[config.mk]
export PLATFORM = sky130hd
export DESIGN_NAME = mem2_arbiter
export DESIGN_NICKNAME = d
export VERILOG_FILES = /design/src/rtl/mem2_arbiter.sv
export SDC_FILE = /design/constraint.sdc
export NUM_CORES = 1
export LEC_CHECK = 0
export CORE_AREA = 2 2 179 181
export CTS_BUF_LIST = sky130_fd_sc_hd__clkbuf_4
export CTS_CLUSTER_DIAMETER = 60
export CTS_CLUSTER_SIZE = 16
export DETAILED_ROUTE_END_ITERATION = 10
export DIE_AREA = 0 0 181 183
export DONT_BUFFER_PORTS = 1
export PLACE_DENSITY = 0.64
export SYNTH_ARGS = -nofsm -noshare
export SYNTH_HDL_FRONTEND = slang
export SYNTH_SLANG_ARGS = --single-unit
export TNS_END_PERCENT = 30
[constraint.sdc]
create_clock -name clk -period 4.2 [get_ports clk]
set_input_delay 1.05 -clock clk [delete_from_list [all_inputs] [get_ports clk]]
set_output_delay 1.05 -clock clk [all_outputs]
set_load 0.005 [all_outputs]
[src/rtl/mem2_arbiter.sv]
`default_nettype none
//============================================================================
// Module      : mem2_arbiter (with package mem2_arbiter_pkg)
// Description : Two-requester arbiter in front of the memory2 BRAM. The read
//               and write paths each hold a one-entry pending slot per
//               requester and use a 1-bit round-robin pointer. A read waits
//               for the same requester's pending write to the same address.
//               Read returns are routed back to their owner with a tag
//               shift register.
//               Optional feature macro: MEM2_ARB_STATS_EN builds saturating
//               grant/conflict counters. Without it, the stat_* outputs
//               are tied to zero.
// Revision    : 1.0 - initial release
//============================================================================

package mem2_arbiter_pkg;
    localparam int c_addr_w = 16;
    localparam int c_data_w = 32;

    typedef struct packed {
        logic                re;
        logic [c_addr_w-1:0] raddr;
    } bram_request;

    typedef struct packed {
        logic                we;
        logic [c_addr_w-1:0] waddr;
        logic [c_data_w-1:0] wdata;
    } bram_write;

    typedef struct packed {
        logic                valid;
        logic [c_data_w-1:0] rdata;
    } bram_read;
endpackage

module mem2_arbiter
    import mem2_arbiter_pkg::*;
#(
    parameter int READ_LATENCY = 2
) (
    input  logic        clk,
    input  logic        reset_n,
    input  bram_request req_request    [2],
    input  bram_write   req_write      [2],
    output bram_read    req_read       [2],
    output logic        rd_ready       [2],
    output logic        wr_ready       [2],
    output bram_request mem_request,
    output bram_write   mem_write,
    input  bram_read    mem_read,
    output logic        proto_err,
    output logic [31:0] stat_rd_grants [2],
    output logic [31:0] stat_wr_grants [2],
    output logic [31:0] stat_conflicts
);

    localparam int c_tag_last = READ_LATENCY - 1;

    // Pending slots and round-robin pointers
    logic [1:0]          r_prd_v;
    logic [c_addr_w-1:0] r_prd_addr [2];
    logic [1:0]          r_pwr_v;
    logic [c_addr_w-1:0] r_pwr_addr [2];
    logic [c_data_w-1:0] r_pwr_data [2];
    logic                r_rd_ptr;
    logic                r_wr_ptr;

    // Registered memory commands and read-return bookkeeping
    bram_request             r_mem_request;
    bram_write               r_mem_write;
    logic                    r_rd_owner;
    logic [READ_LATENCY-1:0] r_tag_v;
    logic [READ_LATENCY-1:0] r_tag_id;
    logic [1:0]              r_rv;
    logic [c_data_w-1:0]     r_rdata [2];
    logic                    r_proto_err;

    // Candidate selection
    logic [1:0]          w_rd_cand;
    logic [1:0]          w_rd_elig;
    logic [1:0]          w_rd_gnt;
    logic [c_addr_w-1:0] w_rd_caddr [2];
    logic [1:0]          w_wr_cand;
    logic [1:0]          w_wr_gnt;
    logic [c_addr_w-1:0] w_wr_caddr [2];
    logic [c_data_w-1:0] w_wr_cdata [2];
    logic                w_proto_viol;

    // One-hot grant: with two candidates the pointer decides, otherwise the
    // lone candidate (if any) wins. The next pointer is always grant[0],
    // i.e. it points away from whoever was just served.
    function automatic logic [1:0] f_rr_grant(input logic [1:0] elig, input logic ptr);
        if (elig == 2'b11) begin
            return ptr ? 2'b10 : 2'b01;
        end
        return elig;
    endfunction

    // Form read/write candidates, apply the same-requester RAW block, arbitrate
    always_comb begin
        w_proto_viol = 1'b0;
        for (int i = 0; i < 2; i++) begin
            w_rd_cand[i]  = r_prd_v[i] | req_request[i].re;
            w_rd_caddr[i] = r_prd_v[i] ? r_prd_addr[i] : req_request[i].raddr;
            w_rd_elig[i]  = w_rd_cand[i] &
                            ~(r_pwr_v[i] & (r_pwr_addr[i] == w_rd_caddr[i]));
            w_wr_cand[i]  = r_pwr_v[i] | req_write[i].we;
            w_wr_caddr[i] = r_pwr_v[i] ? r_pwr_addr[i] : req_write[i].waddr;
            w_wr_cdata[i] = r_pwr_v[i] ? r_pwr_data[i] : req_write[i].wdata;
            w_proto_viol  = w_proto_viol |
                            (req_request[i].re & r_prd_v[i]) |
                            (req_write[i].we & r_pwr_v[i]);
        end
        w_rd_gnt = f_rr_grant(w_rd_elig, r_rd_ptr);
        w_wr_gnt = f_rr_grant(w_wr_cand, r_wr_ptr);
    end

    // Pending slots, pointers and the registered single-cycle memory pulses
    always_ff @(posedge clk) begin
        if (!reset_n) begin
            r_prd_v       <= '0;
            r_pwr_v       <= '0;
            r_rd_ptr      <= 1'b0;
            r_wr_ptr      <= 1'b0;
            r_mem_request <= '0;
            r_mem_write   <= '0;
            r_rd_owner    <= 1'b0;
            for (int i = 0; i < 2; i++) begin
                r_prd_addr[i] <= '0;
                r_pwr_addr[i] <= '0;
                r_pwr_data[i] <= '0;
            end
        end else begin
            for (int i = 0; i < 2; i++) begin
                if (w_rd_cand[i]) begin
                    r_prd_v[i]    <= ~w_rd_gnt[i];
                    r_prd_addr[i] <= w_rd_caddr[i];
                end
                if (w_wr_cand[i]) begin
                    r_pwr_v[i]    <= ~w_wr_gnt[i];
                    r_pwr_addr[i] <= w_wr_caddr[i];
                    r_pwr_data[i] <= w_wr_cdata[i];
                end
            end
            if (|w_rd_elig) begin
                r_rd_ptr <= w_rd_gnt[0];
            end
            if (|w_wr_cand) begin
                r_wr_ptr <= w_wr_gnt[0];
            end
            r_mem_request.re <= |w_rd_gnt;
            if (|w_rd_gnt) begin
                r_mem_request.raddr <= w_rd_gnt[1] ? w_rd_caddr[1] : w_rd_caddr[0];
                r_rd_owner          <= w_rd_gnt[1];
            end
            r_mem_write.we <= |w_wr_gnt;
            if (|w_wr_gnt) begin
                r_mem_write.waddr <= w_wr_gnt[1] ? w_wr_caddr[1] : w_wr_caddr[0];
                r_mem_write.wdata <= w_wr_gnt[1] ? w_wr_cdata[1] : w_wr_cdata[0];
            end
        end
    end

    // Tag pipeline aligned with BRAM latency; route returns to their owner
    always_ff @(posedge clk) begin
        if (!reset_n) begin
            r_tag_v  <= '0;
            r_tag_id <= '0;
            r_rv     <= '0;
            for (int i = 0; i < 2; i++) begin
                r_rdata[i] <= '0;
            end
        end else begin
            for (int k = c_tag_last; k > 0; k--) begin
                r_tag_v[k]  <= r_tag_v[k-1];
                r_tag_id[k] <= r_tag_id[k-1];
            end
            r_tag_v[0]  <= r_mem_request.re;
            r_tag_id[0] <= r_rd_owner;
            r_rv        <= '0;
            // A return with no tag at the end of the pipeline is dropped
            if (mem_read.valid && r_tag_v[c_tag_last]) begin
                r_rv[r_tag_id[c_tag_last]]    <= 1'b1;
                r_rdata[r_tag_id[c_tag_last]] <= mem_read.rdata;
            end
        end
    end

    // Sticky protocol-violation flag, cleared only by reset
    always_ff @(posedge clk) begin
        if (!reset_n) begin
            r_proto_err <= 1'b0;
        end else if (w_proto_viol) begin
            r_proto_err <= 1'b1;
        end
    end

    assign mem_request = r_mem_request;
    assign mem_write   = r_mem_write;
    assign proto_err   = r_proto_err;

    generate
        for (genvar i = 0; i < 2; i++) begin : g_req_port
            assign rd_ready[i] = ~r_prd_v[i];
            assign wr_ready[i] = ~r_pwr_v[i];
            assign req_read[i] = {r_rv[i], r_rdata[i]};
        end
    endgenerate

`ifdef MEM2_ARB_STATS_EN
    logic [31:0] r_stat_rd [2];
    logic [31:0] r_stat_wr [2];
    logic [31:0] r_stat_cf;
    logic        w_conflict;

    function automatic logic [31:0] f_sat_inc(input logic [31:0] v);
        return (v == 32'hFFFF_FFFF) ? v : v + 32'd1;
    endfunction

    assign w_conflict = (&w_rd_elig) | (&w_wr_cand);

    // Saturating per-requester grant counters and the conflict counter
    always_ff @(posedge clk) begin
        if (!reset_n) begin
            r_stat_cf <= '0;
            for (int i = 0; i < 2; i++) begin
                r_stat_rd[i] <= '0;
                r_stat_wr[i] <= '0;
            end
        end else begin
            for (int i = 0; i < 2; i++) begin
                if (w_rd_gnt[i]) begin
                    r_stat_rd[i] <= f_sat_inc(r_stat_rd[i]);
                end
                if (w_wr_gnt[i]) begin
                    r_stat_wr[i] <= f_sat_inc(r_stat_wr[i]);
                end
            end
            if (w_conflict) begin
                r_stat_cf <= f_sat_inc(r_stat_cf);
            end
        end
    end

    generate
        for (genvar i = 0; i < 2; i++) begin : g_stat_on
            assign stat_rd_grants[i] = r_stat_rd[i];
            assign stat_wr_grants[i] = r_stat_wr[i];
        end
    endgenerate
    assign stat_conflicts = r_stat_cf;
`else
    generate
        for (genvar i = 0; i < 2; i++) begin : g_stat_off
            assign stat_rd_grants[i] = 32'd0;
            assign stat_wr_grants[i] = 32'd0;
        end
    endgenerate
    assign stat_conflicts = 32'd0;
`endif

endmodule

`default_nettype wire

==> run metrics, run 1 <==
Yosys top cell area share 0.443; max_slew headroom 0.255; first-pass GRT wire length 49,400 um; DR WL met3 4080 um; area leader, netlist edfxtp_1; wl on met1 12,700 um; die extent in y 183 um; unrepaired setup endpoints after global routing false; Setup Skew 0.0519 ns; status finished clean; Flop pwr share 0.590; hold crit path type in -> reg; cts hold-fix bufs 0; largest net degree at the start of global routing 51; post-route minimum period 3.58 ns; Area Overhead vs Synth 2.90%; Yosys Warn Count 0; CTS tree yes; sequential fraction of the synthesis area 0.566; Avg Inst Size Synth 11.1 um^2; Tcrit/Tclk final 0.853; FF+latch count, synth 272; post-synthesis cell area 13,000 um^2; CP Launch Type flop; Via density 5.06; vias 8,030; Pre-Repair DR Iteration Count 5; Net Sw Frac 0.279; Sinks on Clock Net 272; Pleak 5.12 nW; number of synthesized flops with an enable pin 192; Site Rows 65; Final Setup Violations 0; Clock Latency Late Sink 0.76 ns; switching power 0.00154 W; total CTS buffers 27; clock buffer depth 3; CP endpoint kind flop; Clk pwr share 0.302; WP data required 4.84 ns; initial antenna violation count 11; nets@finish 1,325; fmax 279 MHz; core area 31,200 um^2; Post-Synthesis Cells 1,174; Setup Buffers After CTS 0; Top FF cell, synth edfxtp_1; initial DRC count 387; Comb pwr share 0.108; MaxCap Viol Count 0; Synth area leaders edfxtp_1 44%, dfxtp_1 12%, mux2i_1 9.6%, buf_4 9.2%, nor2_1 4.0%; synth cell count leaders 192 x edfxtp_1, 160 x buf_4, 137 x nor2_1, 132 x nand2_1, 125 x mux2i_1; kind of critical path reg -> reg; Post-synth ARST share 0; Die Wd 181 um; Worst-path clk slew 0.17 ns; dpl ws 0.689 ns; total internal power 0.00397 W; Die Footprint 33,100 um^2; root buffer cell clkbuf_4; GRT Overall Usage 0.197; H-Tree Depth 1; post-route setup slack 0.617 ns; final hold vios 0; Final Wtd Congestion 0.868; CP max FO 26; Wirelength per Cell 21.7 um; count of final max-slew check failures 0; most instantiated library cell after synthesis edfxtp_1; total wire length 34,500 um; fin area 13,400 um^2; CP arrival 4.23 ns; detailed placer's ending HPWL 25,000 um; Initial Utilization 0.416; Post-DP Area 12,900 um^2; Antenna Nets Post-Route 0; worst slew pin tran 1.12 ns; Worst VDD drop 0.000281 V; layout cells sized above 1 0.0814; count of buffers from port buffering 0; uppermost layer routed met5; routed wl met2 17,000 um; post-CTS sizing 0; number of global-route vias before repair 7,670; Pwr per Cell Area 411 nW/um^2; Ports 464; # DRC 0; Cell variety after synth 41; Congestion Overflow GR 0
==> kinds of logic (layout without fill, tap and decap cells) <==
family,count (synthesis),after routing,synth area share
compound gates,96,96,0.0552
xor+xnor,30,30,0.0202
buf+inv,242,88,0.119
flops,272,272,0.566
mux,128,128,0.0994
other cells,1,166,0.000288
simple gates,405,405,0.140
==> flip-flops by register name, indices dropped and copies added, names as in the netlist <==
signal	count
r_tag_id	2
r_rdata	64
r_pwr_data	64
mem_write	49
r_pwr_v	2
r_tag_v	2
r_wr_ptr	1
r_rd_owner	1
mem_request	17
r_prd_addr	32
proto_err	1
r_prd_v	2
r_rv	2
r_rd_ptr	1
r_pwr_addr	32
==> power groups by stage <==
stage / sequential [W] / combinational [W] / clock [W]
2_1_floorplan: 0.00324 / 0.000570 / 0
3_3_place_gp: 0.00331 / 0.000580 / 0
3_5_place_dp: 0.00332 / 0.000593 / 0
4_1_cts: 0.00326 / 0.000594 / 0.00171
5_1_grt: 0.00327 / 0.000662 / 0.00180
6_report: 0.00325 / 0.000592 / 0.00166
==> layer usage <==
metal,track usage,vias to the layer above
met5,0,-
met4,0.0433,8
met2,0.339,352
met1,0.226,3884
li1,-,3736
met3,0.0866,50
==> worst max-delay path, stage by stage, from the launching register on <==
cell	delay, ns
dfxtp_1	1.06
mux2i_1	0.60
xnor2_1	0.12
nor4_1	0.32
nand4_1	0.27
nand2_1	0.64
a21boi_0	0.20
o31ai_1	0.26
==> worst paths after layout <==
path                            cells after the start               to  slack, ns         from
worst max-delay path                                7  mem_request[13]       0.62   r_prd_v[0]
worst min-delay path                                1      r_tag_id[1]       0.40      reset_n
worst max register to register                      7  mem_request[13]       0.62   r_prd_v[0]
worst min register to register                      1      r_tag_id[1]       0.46  r_tag_id[0]
==> metrics by stage <==
| stage | hold slack (ns) | TNS, ns | util | cells | power [W] |
|---|---|---|---|---|---|
| floorplan | 0.412 | -0.639 | - | 1333 | 0.00381 |
| global placement | 0.415 | 0 | 0.412 | 1531 | 0.00389 |
| detailed placement | 0.426 | 0 | 0.412 | 1531 | 0.00391 |
| CTS | 0.358 | 0 | 0.428 | 1581 | 0.00556 |
| global route | 0.351 | 0 | 0.428 | 1583 | 0.00574 |
| finish | 0.402 | 0 | 0.429 | 1587 | 0.00550 |
==> cell type report <==
type                            count  area, um^2
Clock buffer                       31         233
Tap cell                          402         503
Antenna cell                        6        15.0
Clock inverter                     19         260
Inverter                           16        60.1
Timing Repair Buffer               22         178
Multi-Input combinational cell    819        4760
Sequential cell                   272        7370
Fill cell                        3004       17800
==> placed cells by master (no fill, tap or decap), types with 10 or more instances in the layout <==
cell type	synthesis	routed
mux2i_1	125	125
buf_4	160	21
a32o_1	22	22
nor2_1	137	134
and2_1	71	71
and3_1	10	10
xnor2_1	30	30
a21oi_1	31	31
conb_1	1	160
nand2_1	132	129
edfxtp_1	192	192
clkbuf_4	0	31
inv_1	13	13
nand3_1	36	36
dfxtp_1	80	78
Note: power is estimated with default switching activity, not from simulation.
==> run 2, diff against run 1 <==
Settings changed: ABC_CLOCK_PERIOD_IN_PS set to 4200, CAP_MARGIN set to 0.
==> results of run 2 <==
Same layout as run 1: the final DEF is identical, and so are final timing and power.
